<file path="src/rtl/transform_sched_pkg.sv">
// Shared types and sizes for the forward-transform scheduler.
// Imported by the scheduler top and its arbiter.
package transform_sched_pkg;

    localparam int unsigned N_COEF    = 16;
    localparam int unsigned CNT_W     = 4;
    localparam int unsigned DEF_IN_W  = 9;
    localparam int unsigned DEF_OUT_W = 15;

    typedef enum logic [2:0] {
        IDLE  = 3'd0,
        LOAD  = 3'd1,
        START = 3'd2,
        WAIT  = 3'd3,
        DRAIN = 3'd4
    } sched_state_e;

endpackage

</file>
<file path="src/rtl/sched_rr_arbiter.sv">
// Two-input round-robin arbiter. Combinational grant; the pointer only advances
// when the owner commits the grant via in_update.
module sched_rr_arbiter (
    input  logic       in_clk,
    input  logic       in_rst_n,
    input  logic [1:0] in_req,
    input  logic       in_update,
    output logic [1:0] out_gnt
);

    // Index of the requester preferred when both are asserting.
    logic r_ptr;

    always_comb begin
        out_gnt = 2'b00;
        unique case (in_req)
            2'b01:   out_gnt = 2'b01;
            2'b10:   out_gnt = 2'b10;
            2'b11:   out_gnt = r_ptr ? 2'b10 : 2'b01;
            default: out_gnt = 2'b00;
        endcase
    end

    always_ff @(posedge in_clk or negedge in_rst_n) begin
        if (!in_rst_n) begin
            r_ptr <= 1'b0;
        end else if (in_update && (out_gnt != 2'b00)) begin
            // Favour whichever requester did not just win.
            r_ptr <= out_gnt[0];
        end
    end

endmodule

</file>
<file path="src/rtl/transform_scheduler.sv">
// Shares the 4x4 forward-transform datapath between two requesters: arbitrate,
// collect 16 samples, start the datapath, watch for done, stream 16 coefficients back.
module transform_scheduler
    import transform_sched_pkg::*;
#(
    parameter int unsigned IN_W    = DEF_IN_W,
    parameter int unsigned OUT_W   = DEF_OUT_W,
    parameter int unsigned TIMEOUT = 40
) (
    input  logic                      in_clk,
    input  logic                      in_rst_n,
    input  logic [1:0]                in_req,
    output logic [1:0]                out_gnt,
    input  logic                      in_sample_valid,
    input  logic [IN_W-1:0]           in_sample,
    output logic                      out_sample_ready,
    output logic                      out_dp_start,
    output logic [N_COEF*IN_W-1:0]    out_X,
    input  logic [N_COEF*OUT_W-1:0]   in_T,
    input  logic                      in_dp_done,
    output logic                      out_res_valid,
    output logic [OUT_W-1:0]          out_res,
    output logic                      out_res_id,
    output logic                      out_res_last,
    input  logic                      in_res_ready,
    output logic                      out_busy,
    output logic                      out_timeout_err
);

    localparam int unsigned       WD_W     = $clog2(TIMEOUT + 1);
    localparam logic [WD_W-1:0]   WD_LAST  = WD_W'(TIMEOUT - 1);
    localparam logic [CNT_W-1:0]  CNT_LAST = CNT_W'(N_COEF - 1);

    sched_state_e      r_state, w_state_d;
    logic [CNT_W-1:0]  r_cnt, w_cnt_d;
    logic [1:0]        r_gnt, w_gnt_d;
    logic [WD_W-1:0]   r_wdog, w_wdog_d;
    logic              r_done_q;
    logic              r_timeout_err, w_timeout_err_d;
    logic [IN_W-1:0]   r_x [N_COEF];
    logic [OUT_W-1:0]  w_coef [N_COEF];
    logic [1:0]        w_arb_gnt;
    logic              w_arb_update;
    logic              w_x_we;
    logic              w_done_rise;

    sched_rr_arbiter u_arb (
        .in_clk    (in_clk),
        .in_rst_n  (in_rst_n),
        .in_req    (in_req),
        .in_update (w_arb_update),
        .out_gnt   (w_arb_gnt)
    );

    // Only a rising edge of done counts, so a level held over from a prior block is ignored.
    assign w_done_rise = in_dp_done & ~r_done_q;

    always_comb begin
        for (int unsigned k = 0; k < N_COEF; k++) begin
            out_X[k*IN_W +: IN_W] = r_x[k];
            w_coef[k]             = in_T[k*OUT_W +: OUT_W];
        end
    end

    always_comb begin
        w_state_d        = r_state;
        w_cnt_d          = r_cnt;
        w_gnt_d          = r_gnt;
        w_wdog_d         = r_wdog;
        w_timeout_err_d  = r_timeout_err;
        w_arb_update     = 1'b0;
        w_x_we           = 1'b0;
        out_sample_ready = 1'b0;
        out_dp_start     = 1'b0;
        out_res_valid    = 1'b0;
        out_res_last     = 1'b0;

        unique case (r_state)
            IDLE: begin
                if (w_arb_gnt != 2'b00) begin
                    w_arb_update = 1'b1;
                    w_gnt_d      = w_arb_gnt;
                    w_cnt_d      = '0;
                    w_state_d    = LOAD;
                end
            end
            LOAD: begin
                out_sample_ready = 1'b1;
                if (in_sample_valid) begin
                    w_x_we  = 1'b1;
                    w_cnt_d = r_cnt + 1'b1;
                    if (r_cnt == CNT_LAST) begin
                        w_state_d = START;
                    end
                end
            end
            START: begin
                out_dp_start = 1'b1;
                w_wdog_d     = '0;
                w_state_d    = WAIT;
            end
            WAIT: begin
                if (w_done_rise) begin
                    w_cnt_d   = '0;
                    w_state_d = DRAIN;
                end else if (r_wdog == WD_LAST) begin
                    w_timeout_err_d = 1'b1;
                    w_gnt_d         = 2'b00;
                    w_state_d       = IDLE;
                end else begin
                    w_wdog_d = r_wdog + 1'b1;
                end
            end
            DRAIN: begin
                out_res_valid = 1'b1;
                out_res_last  = (r_cnt == CNT_LAST);
                if (in_res_ready) begin
                    w_cnt_d = r_cnt + 1'b1;
                    if (r_cnt == CNT_LAST) begin
                        w_gnt_d   = 2'b00;
                        w_state_d = IDLE;
                    end
                end
            end
            default: begin
                w_gnt_d   = 2'b00;
                w_state_d = IDLE;
            end
        endcase
    end

    always_ff @(posedge in_clk or negedge in_rst_n) begin
        if (!in_rst_n) begin
            r_state       <= IDLE;
            r_cnt         <= '0;
            r_gnt         <= 2'b00;
            r_wdog        <= '0;
            r_done_q      <= 1'b0;
            r_timeout_err <= 1'b0;
        end else begin
            r_state       <= w_state_d;
            r_cnt         <= w_cnt_d;
            r_gnt         <= w_gnt_d;
            r_wdog        <= w_wdog_d;
            r_done_q      <= in_dp_done;
            r_timeout_err <= w_timeout_err_d;
        end
    end

    // Sample store is only written in LOAD, so it stays stable while the datapath reads it.
    always_ff @(posedge in_clk or negedge in_rst_n) begin
        if (!in_rst_n) begin
            for (int unsigned k = 0; k < N_COEF; k++) begin
                r_x[k] <= '0;
            end
        end else if (w_x_we) begin
            r_x[r_cnt] <= in_sample;
        end
    end

    assign out_gnt         = r_gnt;
    assign out_res         = w_coef[r_cnt];
    assign out_res_id      = r_gnt[1];
    assign out_busy        = (r_state != IDLE);
    assign out_timeout_err = r_timeout_err;

endmodule
</file>
<file path="config.mk">
export PLATFORM = sky130hd
export DESIGN_NAME = transform_scheduler
export DESIGN_NICKNAME = d
export VERILOG_FILES = /design/src/rtl/transform_sched_pkg.sv /design/src/rtl/sched_rr_arbiter.sv /design/src/rtl/transform_scheduler.sv
export SDC_FILE = /design/constraint.sdc
export NUM_CORES = 1
export LEC_CHECK = 0
export BUFFER_PORTS_ARGS = -buffer_cell sky130_fd_sc_hd__buf_4
export CAP_MARGIN = 20
export CORE_AREA = 2 2 164 166
export CTS_BUF_LIST = sky130_fd_sc_hd__clkbuf_8
export DETAILED_ROUTE_END_ITERATION = 7
export DIE_AREA = 0 0 166 168
export PLACE_DENSITY = 0.69
export SLEW_MARGIN = 20
export SYNTH_ARGS = -nofsm -noshare
export SYNTH_HDL_FRONTEND = slang
export SYNTH_SLANG_ARGS = --single-unit
export TNS_END_PERCENT = 20
</file>
<file path="constraint.sdc">
create_clock -name in_clk -period 2.3 [get_ports in_clk]
set_input_delay 0.46 -clock in_clk [delete_from_list [all_inputs] [get_ports in_clk]]
set_output_delay 0.46 -clock in_clk [all_outputs]
set_load 0.005 [all_outputs]
</file>
==> results of run 1 <==
placed cells by master (no fill, tap or decap), types with 5 or more instances in the layout:
master | netlist | routed
sky130_fd_sc_hd__buf_4 | 5 | 430
sky130_fd_sc_hd__dfrtp_1 | 162 | 160
sky130_fd_sc_hd__mux2_2 | 146 | 146
sky130_fd_sc_hd__mux4_2 | 50 | 70
sky130_fd_sc_hd__clkbuf_8 | 0 | 18
sky130_fd_sc_hd__nand2_2 | 12 | 12
sky130_fd_sc_hd__buf_6 | 10 | 12
sky130_fd_sc_hd__inv_1 | 9 | 11
sky130_fd_sc_hd__nor2_1 | 10 | 9
sky130_fd_sc_hd__buf_12 | 0 | 8
sky130_fd_sc_hd__nand3_1 | 6 | 5
sky130_fd_sc_hd__mux4_1 | 25 | 5
sky130_fd_sc_hd__nand2_1 | 5 | 5
sky130_fd_sc_hd__nand3_2 | 4 | 5
sky130_fd_sc_hd__clkinvlp_4 | 0 | 5
per-stage QoR:
stage / hold WS, ns / std cells / util (%) / TNS, ns
floorplan: 0.164 / 528 / - / 0
CTS: 0.0929 / 1318 / 47.5 / -8.58
finish: 0.136 / 1324 / 47.9 / -7.82
global placement: 0.431 / 1282 / 46.1 / -1.82
detailed placement: 0.430 / 1282 / 46.1 / -2.09
global route: 0.102 / 1321 / 47.8 / -9.02
flip-flops by register name, indices dropped and copies added (netlist names):
name,flops
r_cnt,4
u_arb.r_ptr,1
r_wdog,6
out_timeout_err,1
out_X,144
out_gnt,2
r_state,3
r_done_q,1
repair_timing:
action | CTS | global route
setup buffers | 3 | 0
endpoints found under the setup margin | 16 | 51
hold endpoints to repair | 43 | 0
gates resized for setup | 8 | 32
cloned | 0 | 3
hold buffers | 1 | 0
power by group through the flow:
stage          registers (µW)  logic (µW)  clock network [µW]
5_1_grt                  4020        5920                2000
6_report                 3930        5540                1830
3_3_place_gp             3990        5040                   0
4_1_cts                  3920        5270                1900
3_5_place_dp             4010        5140                   0
2_1_floorplan            3940        2740                   0
area by class of cell:
type / count / area [µm²] / area share (%)
multi-input cells: 319 / 4060 / 32.2
flip-flops and latches: 162 / 4060 / 32.2
repair buffers: 457 / 3680 / 29.2
well taps: 341 / 427 / 3.38
clock buffers: 18 / 248 / 1.96
clock inverters: 14 / 91.3 / 0.724
inverters: 10 / 37.5 / 0.298
diodes: 3 / 7.51 / 0.0595
metal layers:
layer  wire length [µm]  up-vias
li1                   -     2935
met1              14000     3522
met2              13900      363
met3               3130       41
met4                524        2
met5                 99        -
cells by family (layout without fill, tap and decap cells):
family | after synthesis | count (layout)
mux | 224 | 224
buf+inv | 47 | 499
other cells | 0 | 3
fa+ha+maj | 5 | 5
xor+xnor | 3 | 3
simple gates | 66 | 66
flops | 162 | 162
compound gates | 21 | 21
how the worst min path moves through the flow:
stage	startpoint	end	slack (ns)	depth (start not counted)
2_1_floorplan	in_rst_n	out_X[0]	0.16	0
3_3_place_gp	in_rst_n	out_X[69]	0.43	1
3_5_place_dp	in_rst_n	out_X[69]	0.43	1
4_1_cts	in_dp_done	r_done_q	0.09	1
5_1_grt	in_dp_done	r_done_q	0.10	1
6_report	in_dp_done	r_done_q	0.14	1
worst reg2reg max path: stages (launching register included):
cell and delay [ns]:
sky130_fd_sc_hd__dfrtp_4 0.51, sky130_fd_sc_hd__buf_8 0.15, sky130_fd_sc_hd__buf_4 0.15, sky130_fd_sc_hd__inv_1 0.11, sky130_fd_sc_hd__ha_1 0.17, sky130_fd_sc_hd__and3_2 0.28, sky130_fd_sc_hd__nand3_2 0.26, sky130_fd_sc_hd__mux2_2 0.36
==> Implementation_results.wiki, run 1 <==
{| class="wikitable"
! Metric !! Value
|-
| Fraction of layout instances using a drive strength above 1 || 74.7%
|-
| Highest achievable clock rate || approximately 350 MHz
|-
| Most frequent cell after synthesis || sky130_fd_sc_hd__dfrtp_1
|-
| Count of unresolved DRC violations after routing || 0
|-
| Share of the yosys chip area belonging to registers || a little under half
|-
| Instance area after placement || between 0.01 and 0.015 mm²
|-
| Violations in the final reports || setup timing
|-
| Max Clock Skew || roughly 0.013 ns
|-
| Part of the total power dissipated in sequential elements || between 30% and 40%
|-
| Post-layout worst setup margin || -0.562 ns
|-
| Distinct cells, synth || 49
|-
| Number of DRC markers in iteration 0 || 495
|-
| Power density normalized to cell area || about 900 mW/mm²
|-
| Internal portion of total power || approximately 7700 µW
|-
| CP endpoint kind || output pin
|-
| Top area cells in the synthesized netlist || sky130_fd_sc_hd__dfrtp_1 (48%), sky130_fd_sc_hd__mux2_2 (19%), sky130_fd_sc_hd__mux4_2 (13%)
|-
| Via density || ~5.2
|-
| Worst Path Max Fanout || 6
|-
| IR drop worst, VDD || 0.540 mV
|-
| Setup-violating endpoint count in the final report || 15
|-
| Die boundary width || ~170 µm
|-
| Total of fill cells in the finished design || 2378
|-
| Crit path launch type || flop
|-
| Design Area, Final || between 0.01 and 0.015 mm²
|-
| DIE AREA || 0.0279 mm²
|-
| Share of the synthesized area in the top cell type || between 40% and 50%
|-
| Path type of the worst setup path || flop to output pin
|-
| Worst reg2reg endpoint || out_X[126]
|-
| Leakage power summed over all cells || roughly 0.0063 µW
|-
| Cell with the biggest individual delay on the critical path || sky130_fd_sc_hd__mux4_2
|-
| Max-cap violations || 0
|-
| Relative slew slack || roughly two thirds
|-
| Number of buffers added by the clock tree synthesis step || 17
|-
| Sw power || around 3600 µW
|-
| Most crowded layer after global routing || met2
|-
| Register-to-register setup slack || between 0.15 and 0.2 ns
|-
| #FFs+latches synth || between 150 and 200
|-
| Met2 Track Usage GR || 32.5%
|-
| Total number of vias || 6863
|-
| Synthesized-area fraction occupied by adder cells || less than 1%
|-
| Synthesized-area fraction occupied by xor and xnor cells || less than 1%
|-
| Clk slew on worst S/H paths || ~0.09 ns
|-
| ANT nets after route || 0
|-
| Fin crit period || about 2.9 ns
|-
| Fin crit share || 124%
|-
| Drt first pass iters || 4
|-
| Startpoint of the most critical setup path || r_cnt[0]
|-
| Max-slew violation count || 0
|-
| Portion of netlist area occupied by mux cells || roughly two fifths
|-
| CTS Sinks || between 150 and 200
|-
| Count of flip-flops with a built-in enable after synthesis || 0
|-
| Arrival time at the worst endpoint || around 2.4 ns
|-
| Logic depth of the worst path, buffers included || 5
|-
| Most used flip-flop cell after synthesis || sky130_fd_sc_hd__dfrtp_1
|-
| Destination of the critical timing path || out_res[4]
|-
| Post-synthesis instance total || ~530
|-
| Most numerous cell types in the synthesized netlist || sky130_fd_sc_hd__dfrtp_1 (162), sky130_fd_sc_hd__mux2_2 (146), sky130_fd_sc_hd__mux4_2 (50)
|-
| Number of I/O port buffers || roughly 420
|-
| Basic-gate share of the synthesized area counting and, or, nand and nor cells || between 4 and 5%
|-
| Part of the power in combinational logic || 49.1%
|-
| Count of buffering cells on the critical path with inverters included || 3
|-
| Detail Placement HPWL || 25.1 mm
|-
| Placeable Area || 0.0264 mm²
|-
| Crit path cell chain || buf_12 > clkbuf_16 > mux4_2 > mux4_2 > buf_4
|-
| Most frequent cell on the critical path || sky130_fd_sc_hd__mux4_2
|-
| Pin count of the biggest net entering global routing || between 50 and 60
|-
| Ys async rst share || between 90% and 100%
|-
| Worst skew pair latency || about 0.44 ns
|-
| Post-placement setup slack || -0.166 ns
|-
| Top cell type by total area after synthesis || sky130_fd_sc_hd__dfrtp_1
|-
| Met3 Use GR || approximately 8.6%
|-
| Buffer type at the clock tree root || sky130_fd_sc_hd__clkbuf_8
|-
| Via count of the first global-routing pass || about 7100
|-
| Overall track demand over capacity in global routing || between 20% and 30%
|-
| Synthesized area divided by synthesized cell count || approximately 16 µm²
|-
| CTS tree || done
|-
| Slowest Stage Delay on Critical Path || approximately 0.52 ns
|-
| Total number of placement rows || 60
|-
| Vertical die dimension || 168 µm
|-
| Worst reg-to-reg path cell count || 7
|-
| Weighted congestion reported at the end of routability-driven placement || 1.08
|-
| Area added between synthesis and finish || 49.1%
|-
| Relative contribution of the clock network to total power || between 15 and 20%
|-
| Slew of the pin with the lowest slew margin || 0.482 ns
|-
| Number of antenna violations at the first check in global routing || 3
|-
| Total power of the final layout || ~11000 µW
|-
| Outcome || complete, but fails checks
|-
| Family of cells with the greatest summed delay on the critical path || multiplexers
|-
| Top Ports || 424
|-
| Global route total overflow || 0
|-
| Unrepaired setup endpoints after global routing || true
|-
| Routed length per instance || 23.9 µm
|-
| Area fraction in compound gates after synthesis || ~1.9%
|-
| Reg-to-reg critical path startpoint || r_cnt[0]
|-
| Class of the worst hold path || input port to flop
|-
| Count of endpoints failing hold in the final timing report || 0
|-
| Initial Util || 32.1%
|-
| Sw Share || around a third
|-
| Nets@finish || about 1200
|-
| Yosys warning count || 0
|-
| Dominant combinational cell family by area after synthesis || multiplexers
|-
| Number of levels in the clock H-tree || 4
|-
| DRT Wirelength || 31.6 mm
|-
| CTS max path bufs || 2
|-
| Post-Syn Nets || about 800
|-
| First-pass GRT wire length || 46.5 mm
|-
| Met1 demand-to-capacity share in global routing || 31.4%
|-
| Cell Area, Synth || 0.00846 mm²
|-
| Critical path data required time || around 1.8 ns
|}
(Power assumes the default switching activity.)
==> run 2, diff against run 1 <==
==> constraint.sdc (replaced) <==
create_clock -name in_clk -period 3.45 [get_ports in_clk]
set_input_delay 0.69 -clock in_clk [delete_from_list [all_inputs] [get_ports in_clk]]
set_output_delay 0.69 -clock in_clk [all_outputs]
set_load 0.005 [all_outputs]
==> Implementation_results.wiki, run 2 (synthesized netlist as in run 1, its figures left out) <==
{| class="wikitable"
! Metric !! Value
|-
| Outcome || finished clean
|-
| Max FFs per register || 144 (unchanged)
|-
| Register-to-register setup slack || 1.14 ns (+0.96 ns)
|-
| Design Area, Final || 0.0124 mm² (-1.4%)
|-
| Worst reg2reg endpoint || out_X[57]
|-
| First-pass GRT wire length || 45.3 mm (-2.5%)
|-
| Clk slew on worst S/H paths || 0.09 ns (about the same)
|-
| Via density || 5.15 (-0.62%)
|-
| Highest achievable clock rate || approximately 300 MHz
|-
| Critical path data required time || 2.76 ns (+0.92 ns)
|-
| Number of buffers added by the clock tree synthesis step || 17 (unchanged)
|-
| Number of DRC markers in iteration 0 || 484 (-2.2%)
|-
| Fraction of layout instances using a drive strength above 1 || 71.6% (-3.1 points)
|-
| Reg-to-reg critical path startpoint || r_cnt[0]
|-
| Detail Placement HPWL || 24.3 mm (-3.3%)
|-
| Max-cap violations || 0 (unchanged)
|-
| DRT Wirelength || 30.7 mm (-2.8%)
|-
| Count of unresolved DRC violations after routing || 0 (unchanged)
|-
| Placeable Area || 0.0264 mm² (unchanged)
|-
| Total number of vias || 6702 (-2.3%)
|-
| Unrepaired setup endpoints after global routing || false
|-
| Class of the worst hold path || input port to asynchronous set/reset pin
|-
| Total number of placement rows || 60 (unchanged)
|-
| Nets@finish || 1205 (-1.9%)
|-
| Path type of the worst setup path || flop to output pin
|-
| CTS tree || done
|-
| Fin crit period || 3.31 ns
|-
| Global route total overflow || 0 (unchanged)
|-
| ANT nets after route || 0 (unchanged)
|-
| Max-slew violation count || 0 (unchanged)
|-
| CTS Sinks || 162 (unchanged)
|-
| Weighted congestion reported at the end of routability-driven placement || 0.968 (-10%)
|-
| Setup-violating endpoint count in the final report || 0 (-15)
|-
| CP endpoint kind || output pin
|-
| Placed cell count || 1265 (-1.3%)
|-
| Arrival time at the worst endpoint || 2.62 ns (+0.22 ns)
|-
| Number of levels in the clock H-tree || 4 (unchanged)
|-
| CTS max path bufs || 2 (unchanged)
|-
| Fin Setup TNS || 0 ns (+7.82 ns)
|-
| Slew of the pin with the lowest slew margin || 0.685 ns (+0.203 ns)
|-
| Pin count of the biggest net entering global routing || 75 (+39%)
|-
| Non-filler cells in the finished layout || 1301 (-1.7%)
|-
| Leakage power summed over all cells || 0.00623 µW (-0.60%)
|-
| Count of endpoints failing hold in the final timing report || 0 (unchanged)
|-
| Drt first pass iters || 4 (unchanged)
|-
| Number of antenna violations at the first check in global routing || 8 (+5)
|-
| Relative slew slack || 54.0% (-14 points)
|-
| Max Clock Skew || 0.0139 ns (+0.000680 ns)
|-
| Number of I/O port buffers || 423 (unchanged)
|-
| Crit path launch type || flop
|-
| Via count of the first global-routing pass || 7033 (-1.5%)
|-
| Total of fill cells in the finished design || 2390 (+0.50%)
|-
| Worst skew pair latency || 0.45 ns (about the same)
|-
| DIE AREA || 0.0279 mm² (unchanged)
|-
| Vertical die dimension || 168 µm (unchanged)
|-
| Fin crit share || 96.0%
|-
| Most common cell after layout, fill and taps aside || sky130_fd_sc_hd__buf_4
|-
| Worst reg-to-reg path cell count || 6 (-1)
|-
| Overall track demand over capacity in global routing || 21.9% (-0.49 points)
|-
| Die boundary width || 166 µm (unchanged)
|-
| Instance area after placement || 0.0119 mm² (-1.7%)
|-
| IR drop worst, VDD || 0.343 mV (-36%)
|-
| Buffer type at the clock tree root || sky130_fd_sc_hd__clkbuf_8
|-
| Power density normalized to cell area || 606 mW/mm² (-32%)
|-
| Worst Path Max Fanout || 41 (+35)
|-
| Top Ports || 424 (unchanged)
|-
| Area added between synthesis and finish || 47.0%
|-
| Routed length per instance || 23.6 µm (-1.1%)
|-
| Initial Util || 32.1% (unchanged)
|-
| Most frequent cells in the layout || sky130_fd_sc_hd__buf_4 (429), sky130_fd_sc_hd__dfrtp_1 (160), sky130_fd_sc_hd__mux2_2 (146)
|}
[run 2: how the worst max path moves through the flow]
| stage | from | endpoint | slack [ns] | cells past startpoint |
|---|---|---|---|---|
| after floorplan | r_cnt[0] | out_res[11] | 1.07 | 4 |
| after global placement | r_cnt[0] | out_res[8] | 0.52 | 4 |
| after detailed placement | r_cnt[0] | out_res[11] | 0.45 | 4 |
| after CTS | r_cnt[0] | out_res[11] | 0.13 | 4 |
| after global routing | r_cnt[0] | out_res[11] | 0.05 | 4 |
| final | r_cnt[1] | out_res[8] | 0.14 | 4 |
[run 2: power breakdown]
part	switching, µW	internal (µW)	leakage [µW]
Combinational	1250	1970	0.00381
Sequential	355	2340	0.00218
Clock	674	941	0.000241
Total	2280	5250	0.00623
[run 2: routing by layer]
metal  vias to the layer above  routed length (µm)  global-route usage (%)
met1                      3427               13800                    30.7
li1                       2894                   -                       -
met2                       338               13400                    31.9
met5                         -                  30                    2.26
met4                         4                 543                    5.26
met3                        39                2970                    8.25
[run 2: area by class of cell]
| type | count | area [µm²] | area share [%] |
|---|---|---|---|
| Multi-Input combinational cell | 319 | 4130 | 33.2 |
| Sequential cell | 162 | 4060 | 32.6 |
| Timing Repair Buffer | 434 | 3310 | 26.6 |
| Tap cell | 341 | 427 | 3.43 |
| Clock buffer | 18 | 248 | 1.99 |
| Clock inverter | 12 | 215 | 1.73 |
| Inverter | 10 | 37.5 | 0.302 |
| Antenna cell | 5 | 12.5 | 0.101 |
[run 2: metrics by stage]
stage               utilization, %  worst slack [ns]  total power [µW]  hold WS, ns
floorplan                        -              1.07              4450        0.394
global placement              45.3             0.519              5880        0.471
detailed placement            45.3             0.453              5960        0.469
CTS                           47.1             0.131              7610        0.252
global route                  47.1            0.0550              7960        0.259
finish                        47.2             0.138              7530        0.240
[run 2: repair_timing]
item,in CTS,in global routing
setup buffers,1,0
hold buffers,0,0
setup endpoints to repair,6,0
gates resized for setup,0,0
[run 2: worst max-delay path: stages (launching register included)]
cell,delay (ns)
sky130_fd_sc_hd__dfrtp_2,0.73
sky130_fd_sc_hd__buf_12,0.31
sky130_fd_sc_hd__mux4_1,0.40
sky130_fd_sc_hd__mux4_2,0.55
sky130_fd_sc_hd__buf_4,0.16
